**config.mk**
```make
export PLATFORM = sky130hd
export DESIGN_NAME = compl_serial
export DESIGN_NICKNAME = d
export VERILOG_FILES = /design/src/rtl/compl_serial.sv
export SDC_FILE = /design/constraint.sdc
export NUM_CORES = 1
export LEC_CHECK = 0
export ABC_AREA = 0
export CAP_MARGIN = 20
export CORE_UTILIZATION = 54
export CTS_CLUSTER_SIZE = 16
export DETAILED_ROUTE_END_ITERATION = 10
export GPL_TIMING_DRIVEN = 0
export HOLD_SLACK_MARGIN = 0.02
export PLACE_DENSITY = 0.85
export SYNTH_ARGS = -nofsm -noshare
export SYNTH_HDL_FRONTEND = slang
export SYNTH_SLANG_ARGS = --single-unit
```
**constraint.sdc**
```tcl
create_clock -name clk -period 3.9 [get_ports clk]
set_clock_uncertainty 0.15 [all_clocks]
set_input_delay 0.78 -clock clk [delete_from_list [all_inputs] [get_ports clk]]
set_output_delay 0.78 -clock clk [all_outputs]
set_load 0.05 [all_outputs]
```
**src/rtl/compl_serial.sv**
```systemverilog
// Bit-serial complement unit: pass, one's complement, two's complement or absolute
// value of a WIDTH-bit operand, one bit per cycle LSB first, with an overflow flag.
module compl_serial #(
  parameter int unsigned WIDTH = 4
) (
  input  logic             clk,
  input  logic             reset,
  input  logic             start,
  input  logic [WIDTH-1:0] inp,
  input  logic [1:0]       mode,
  output logic [WIDTH-1:0] out,
  output logic             busy,
  output logic             done,
  output logic             ovf
);

  localparam int unsigned CW = $clog2(WIDTH + 1);
  localparam logic [WIDTH-1:0] MIN_NEG = {1'b1, {(WIDTH - 1){1'b0}}};

  typedef enum logic [1:0] {
    IDLE  = 2'd0,
    SHIFT = 2'd1,
    DONE  = 2'd2
  } state_t;

  state_t           state;
  logic [WIDTH-1:0] sh_q;
  logic [WIDTH-1:0] res_q;
  logic [CW-1:0]    cnt_q;
  logic             carry_q;
  logic             inv_q;
  logic             ovf_pend_q;

  logic             twos_c;
  logic             inv_c;
  logic             bit_c;
  logic             rbit_c;
  logic [WIDTH-1:0] res_next_c;
  logic             last_c;

  // Operation decode on the live inputs (only used at capture) and one serial bit-step.
  always_comb begin
    twos_c     = (mode == 2'b10) || ((mode == 2'b11) && inp[WIDTH-1]);
    inv_c      = twos_c || (mode == 2'b01);
    bit_c      = sh_q[0] ^ inv_q;
    rbit_c     = bit_c ^ carry_q;
    res_next_c = {rbit_c, res_q[WIDTH-1:1]};
    last_c     = (cnt_q == CW'(WIDTH - 1));
  end

  always_ff @(posedge clk) begin
    if (reset) begin
      state      <= IDLE;
      sh_q       <= '0;
      res_q      <= '0;
      cnt_q      <= '0;
      carry_q    <= 1'b0;
      inv_q      <= 1'b0;
      ovf_pend_q <= 1'b0;
      out        <= '0;
      busy       <= 1'b0;
      done       <= 1'b0;
      ovf        <= 1'b0;
    end else begin
      case (state)
        IDLE: begin
          done <= 1'b0;
          if (start) begin
            sh_q       <= inp;
            res_q      <= '0;
            cnt_q      <= '0;
            inv_q      <= inv_c;
            carry_q    <= twos_c;
            // Negating the most-negative value wraps back onto itself.
            ovf_pend_q <= twos_c && (inp == MIN_NEG);
            busy       <= 1'b1;
            state      <= SHIFT;
          end
        end
        SHIFT: begin
          sh_q    <= sh_q >> 1;
          res_q   <= res_next_c;
          carry_q <= bit_c & carry_q;
          cnt_q   <= cnt_q + CW'(1);
          if (last_c) begin
            out   <= res_next_c;
            ovf   <= ovf_pend_q;
            done  <= 1'b1;
            state <= DONE;
          end
        end
        DONE: begin
          done  <= 1'b0;
          busy  <= 1'b0;
          state <= IDLE;
        end
        default: begin
          done  <= 1'b0;
          busy  <= 1'b0;
          state <= IDLE;
        end
      endcase
    end
  end

endmodule

```
==> results.yml, run 1 <==
power_and_ir_drop:
  p_leak_uw: 0.0004218
  peakVddDrop_v: 0.0002584
  pwr_density_cell_nw_per_um2: 363.6
global_routing:
  grt_antenna_before_repair: 0
  grt_max_degree: 13
  grt_pass1_vias: 738
  grt_overflow_total: 0
  grt_util_all_layers_pct: 23.99
  grt_pass1_wl_mm: 3.394
critical_path:
  endpoint: "done"
  cp.arrival_ns: 1.47
  critPathMaxFanout: 2
  required_ns: 2.97
  setup.worst_path.start: "done"
  startpoint_type: "register"
  worstSetupPathType: "reg2out"
  r2r_setup_slack_ns: 2.26
  end_kind: "output port"
  path_buf_inv: 1
  r2r-end: "res_q[1]"
  r2r_start: "state[0]"
  critical-path-top-delay-family: "buffers and inverters"
  worstPathCellList: "clkdlybuf4s50_1"
  critPathSlowestCell: "clkdlybuf4s50_1"
  critPathMaxStageDelay_ns: 0.80
  cp.depth: 1
  reg2regPathDepth: 5
placed_design:
  port_buffers: 15
  dp_cells: 141
  gp_congestion: 0.7652
  place_hpwl_mm: 1.398
  pre_cts_ws_ns: 1.397
finish:
  utilization_pct: 73.17
  num-fill-cells: 121
  post_route_cells_drive_above_1_share_pct: 6.977
  area_growth_pct: 21.80
  final_cells: 145
  fin_nets: 142
  antenna_cells: 0
synth:
  synth_area_leaders: "dfxtp_1 (46%), a21oi_1 (8.5%), nor2_1 (5.2%), a22oi_1 (4.0%), ha_1 (4.0%)"
  synth_seq_cells: 22
  synthXorXnorAreaFrac_pct: 0.9247
  yosysUniqueCellTypes: 25
  synthSimpleGateAreaFrac_pct: 22.32
  synth_commonest_cells: "dfxtp_1 (22), a21oi_1 (16), nor2_1 (13)"
  synth_most_common_cell: "dfxtp_1"
  synth_top_family_by_area: "simple AND/OR/NAND/NOR gates"
  muxShareOfSynthArea_pct: 2.114
  synth_edf_count: 0
  synthFlopType: "dfxtp_1"
  synth_compound_area_share_pct: 19.29
  synthArstFlopShare_pct: 0
  synth.cell_area_sq_um: 947.2
  synth_cells: 110
  synth_top_area_cell: "dfxtp_1"
  synth_fa_ha_area_share_pct: 3.963
  yosysSeqAreaShare_pct: 46.50
  synth_fp_nets: 122
  avgSynthCellArea_sq_um: 8.611
  synth_top_area_share_pct: 46.50
  yosysWarningCount: 0
clock_tree:
  cts_sinks: 22
  postCtsHoldBufs: 0
  cts_setup_buffers: 0
  cts_root_buffer: "clkbuf_4"
  cts_resized: 0
  clock_latency_ns: 0.31
  htree_levels: 1
  clkTransAtPathRegs_ns: 0.12
  cts_tree: "yes"
  cts_buffers: 3
  cts_buffer_depth: 2
min_path:
  hold_depth: 2
  min_path_type: "reg2reg"
route:
  wire_per_inst_um: 13.29
  drt_wl_total_mm: 1.927
  ant_nets: 0
  drt_iter0_markers: 35
  met2_length_um: 903
  drt-met1-wl_um: 944
  via_per_inst: 5.690
  dr.max_layer_used: "met4"
  first_pass_iters: 6
  num_vias: 825
  wl_met3_um: 57
  post-route-drc-count: 0
timing:
  rsz0062_at_grt: "false"
  setup_violations: 0
  finalCritPeriodShare_pct: 61.45
  hold_ws_ns: 0.3099
  tns_ns: 0
  fin_ws_ns: 1.504
  min_period_ns: 2.396
  slew_violations: 0
  max_freq_mhz: 417.3
  slew_headroom_pct: 64.80
  worst_pin_slew_ns: 0.5269
  finalHoldViolCount: 0
die:
  die_area_sq_um: 1925
  core_sq_um: 1577
  num_rows: 14
  fp.dieH_um: 43.88
  ios: 16
  start_util_pct: 60.08
  die_x_um: 43.88
run_status:
  status: "finished, final reports clean"
flow_run:
  cap_violations: 0
power by group:
group          switching [uW]  internal [uW]
Combinational            29.6           25.4
Sequential               5.90            233
Clock                    68.5           57.0
worst min path at each step:
stage,from,end
after global routing,ovf,ovf
final,out[1],out[1]
after global placement,out[2],out[2]
after floorplan,ovf_pend_q,ovf_pend_q
after CTS,out[1],out[1]
after detailed placement,out[1],out[1]
cell families after synthesis:
group	Yosys count
muxes	2
DFF	22
buffers and inverters	12
adders and majority gates	3
AOI/OAI and AO/OA	28
and+or+nand+nor	42
xor gates and xnor gates	1
cell usage in the layout, fill, tap and decap left out, drive strengths merged:
| master | synthesis | routed |
|---|---|---|
| or4 | 1 | 1 |
| nand3b | 4 | 4 |
| inv | 5 | 5 |
| or3b | 1 | 1 |
| clkbuf | 5 | 9 |
| a22oi | 5 | 5 |
| buf | 2 | 2 |
| nand2 | 8 | 8 |
| nand2b | 4 | 4 |
| a2bb2oi | 1 | 1 |
| clkdlybuf4s50 | 0 | 15 |
| nor2b | 1 | 1 |
| mux2i | 2 | 2 |
| xor2 | 1 | 1 |
| nor3 | 3 | 3 |
| a21o | 1 | 1 |
| o21bai | 1 | 1 |
| ha | 3 | 3 |
| nand3 | 6 | 6 |
| nor3b | 1 | 1 |
| o211ai | 1 | 1 |
| nor2 | 13 | 13 |
| o221a | 3 | 3 |
| a21oi | 16 | 16 |
| dfxtp | 22 | 22 |
per-layer routing:
metal  track usage [%]  up-vias
met3             6.250        4
met4             9.091        0
met1             30.67      383
met2             38.81       15
met5                 0        -
li1                  -      423
through the flow:
stage | power, uW | instance area [sq um]
finish | 419.4 | 1154
global route | 439.4 | 1154
CTS | 419.1 | 1154
detailed placement | 297.9 | 1117
global placement | 295.5 | 1117
floorplan | 277.7 | 947.2
sequential cells by signal (all words and copies together), names as in the netlist:
| signal | cells |
|---|---|
| done | 1 |
| ovf | 1 |
| cnt_q | 3 |
| ovf_pend_q | 1 |
| out | 4 |
| state | 2 |
| busy | 1 |
| res_q | 3 |
| inv_q | 1 |
| carry_q | 1 |
| sh_q | 4 |
layout make-up:
type                            instances  area [sq um]  area share (%)
Buffer                                  7         27.53           2.386
Clock buffer                            4         36.28           3.145
Inverter                                5         18.77           1.627
Multi-Input combinational cell         76         460.4           39.91
Sequential cell                        22         440.4           38.18
Tap cell                               16         20.02           1.735
Timing Repair Buffer                   15         150.1           13.02
Note: power is estimated with default switching activity, not from simulation.
==> inputs of run 2 (changes only) <==
- CORE_ASPECT_RATIO: unset -> 1.5
- CORE_UTILIZATION: 54 -> 45
- PLACE_DENSITY: 0.85 -> 0.76
- clock period: 3.9 -> 2 ns (I/O delays scaled with it)
==> run 2 against run 1 <==
- final cell count increased by 4.1%
- total power increased by 120%
- final area increased by 1.3%
- clock-buffer cell count decreased by 1
- utilization decreased by 15 points
- hold slack improved by 0.0054 ns
==> results.yml, run 2 (synthesis results as in run 1) <==
finish:
  stdcell_area_sq_um: 1169
  fin_nets: 142
  final_cell_mix: "dfxtp_1 (22), a21oi_1 (16), nor2_1 (13)"
  layout_commonest_cell: "dfxtp_1"
  top_regs: "out x4, sh_q x4"
  post_route_cells_drive_above_1_share_pct: 6.977
  antenna_cells: 0
  final_cells: 151
  area_growth_pct: 23.38
min_path:
  min_path_type: "reg2reg"
  hold_depth: 2
critical_path:
  required_ns: 2.11
  critPathMaxFanout: 4
  reg2regPathDepth: 6
  end_kind: "register"
  worstSetupPathType: "in2reg"
  cp.arrival_ns: 1.93
  startpoint_type: "input pin"
route:
  wire_per_inst_um: 13.38
  drt-met1-wl_um: 867
  first_pass_iters: 4
  dr.max_layer_used: "met4"
  met2_length_mm: 1.060
  drt_wl_total_mm: 2.021
  ant_nets: 0
  post-route-drc-count: 0
  drt_iter0_markers: 24
  wl_met3_um: 47
  num_vias: 839
  via_per_inst: 5.556
power_and_ir_drop:
  pwr-share-clk_pct: 37.6
  switchingPower_uw: 208.6
  totalPowerFinal_uw: 914.1
  swShare_pct: 22.82
  pwr_density_cell_nw_per_um2: 782.2
  p_leak_uw: 0.0004610
  power_frac_seq_pct: 50.9
  p_comb_share_pct: 11.5
  peakVddDrop_v: 0.0005406
  p_int_uw: 705.5
run_status:
  status: "finished, final reports clean"
global_routing:
  grt_max_degree: 14
  grt_overflow_total: 0
  grt_antenna_before_repair: 0
  grt_pass1_vias: 842
  grt_pass1_wl_mm: 3.408
  grt_util_all_layers_pct: 21.28
clock_tree:
  clock_latency_ns: 0.32
  cts_root_buffer: "clkbuf_4"
  cts_buffer_depth: 2
  cts_buffers: 3
  cts_sinks: 22
  htree_levels: 1
  clkTransAtPathRegs_ns: 0.13
  cts_tree: "yes"
placed_design:
  port_buffers: 15
  dp_cells: 147
  gp_congestion: 0.7437
  dpl-instance-area_sq_um: 1125
  pre_cts_ws_ns: -0.1627
  place_hpwl_mm: 1.474
timing:
  slew_violations: 0
  slew_headroom_pct: 63.39
  max_freq_mhz: 551.0
  setup_violations: 0
  min_period_ns: 1.815
  finalCritPeriodShare_pct: 90.75
  fin_ws_ns: 0.1851
  worst_pin_slew_ns: 0.5480
  rsz0062_at_grt: "false"
  finalHoldViolCount: 0
die:
  start_util_pct: 47.31
  die_x_um: 39.46
  die_area_sq_um: 2296
  ios: 16
  num_rows: 20
  core_sq_um: 2002
  fp.dieH_um: 58.19
flow_run:
  cap_violations: 0
==> run 2: cell type report <==
| type | instances | area, sq um |
|---|---|---|
| Fill cell | 196 | 833.3 |
| Multi-Input combinational cell | 76 | 460.4 |
| Sequential cell | 22 | 440.4 |
| Timing Repair Buffer | 15 | 141.4 |
| Clock inverter | 1 | 30.03 |
| Buffer | 7 | 27.53 |
| Tap cell | 22 | 27.53 |
| Clock buffer | 3 | 22.52 |
| Inverter | 5 | 18.77 |
==> run 2: metrics by stage <==
step / hold WS [ns] / utilization (%) / setup TNS (ns)
4_1_cts: 0.3173 / 58.38 / 0
3_5_place_dp: 0.3014 / 56.19 / -0.5380
6_report: 0.3153 / 58.38 / 0
3_3_place_gp: 0.2980 / 56.19 / -0.1886
2_1_floorplan: 0.2866 / - / 0
5_1_grt: 0.3423 / 58.38 / 0
==> run 2: repair_timing <==
action	CTS	global route
setup endpoints to repair	7	0
setup buffers	0	0
resized for setup	7	0
hold buffers	0	0
==> run 2: power groups by stage <==
stage | registers, uW | clock network, uW | logic [uW]
6_report | 465 | 344 | 105
5_1_grt | 467 | 367 | 117
4_1_cts | 465 | 348 | 106
3_5_place_dp | 475 | 0 | 107
3_3_place_gp | 474 | 0 | 104
2_1_floorplan | 478 | 0 | 63.2
==> run 2: final timing paths <==
| kind | slack (ns) | from | to |
|---|---|---|---|
| max | 0.19 | start | ovf_pend_q |
| min | 0.32 | out[1] | out[1] |
| max reg2reg | 0.34 | cnt_q[0] | out[3] |
| min reg2reg | 0.32 | out[1] | out[1] |
==> run 2: per-layer routing <==
| layer | global-route usage (%) | vias to the layer above |
|---|---|---|
| met4 | 12.81 | 0 |
| met2 | 36.53 | 9 |
| li1 | - | 426 |
| met5 | 0 | - |
| met1 | 22.82 | 399 |
| met3 | 3.448 | 5 |
==> run 2: critical path, stage by stage <==
cell	delay, ns
clkdlybuf4s50_1	0.49
or3b_4	0.41
or4_1	0.49
a21oi_1	0.13
==> inputs of run 3 (changes only) <==
- SLEW_MARGIN: unset -> 20
- TNS_END_PERCENT: unset -> 1
==> results of run 3 <==
The final DEF is identical to that of run 2; final timing and power are the same.
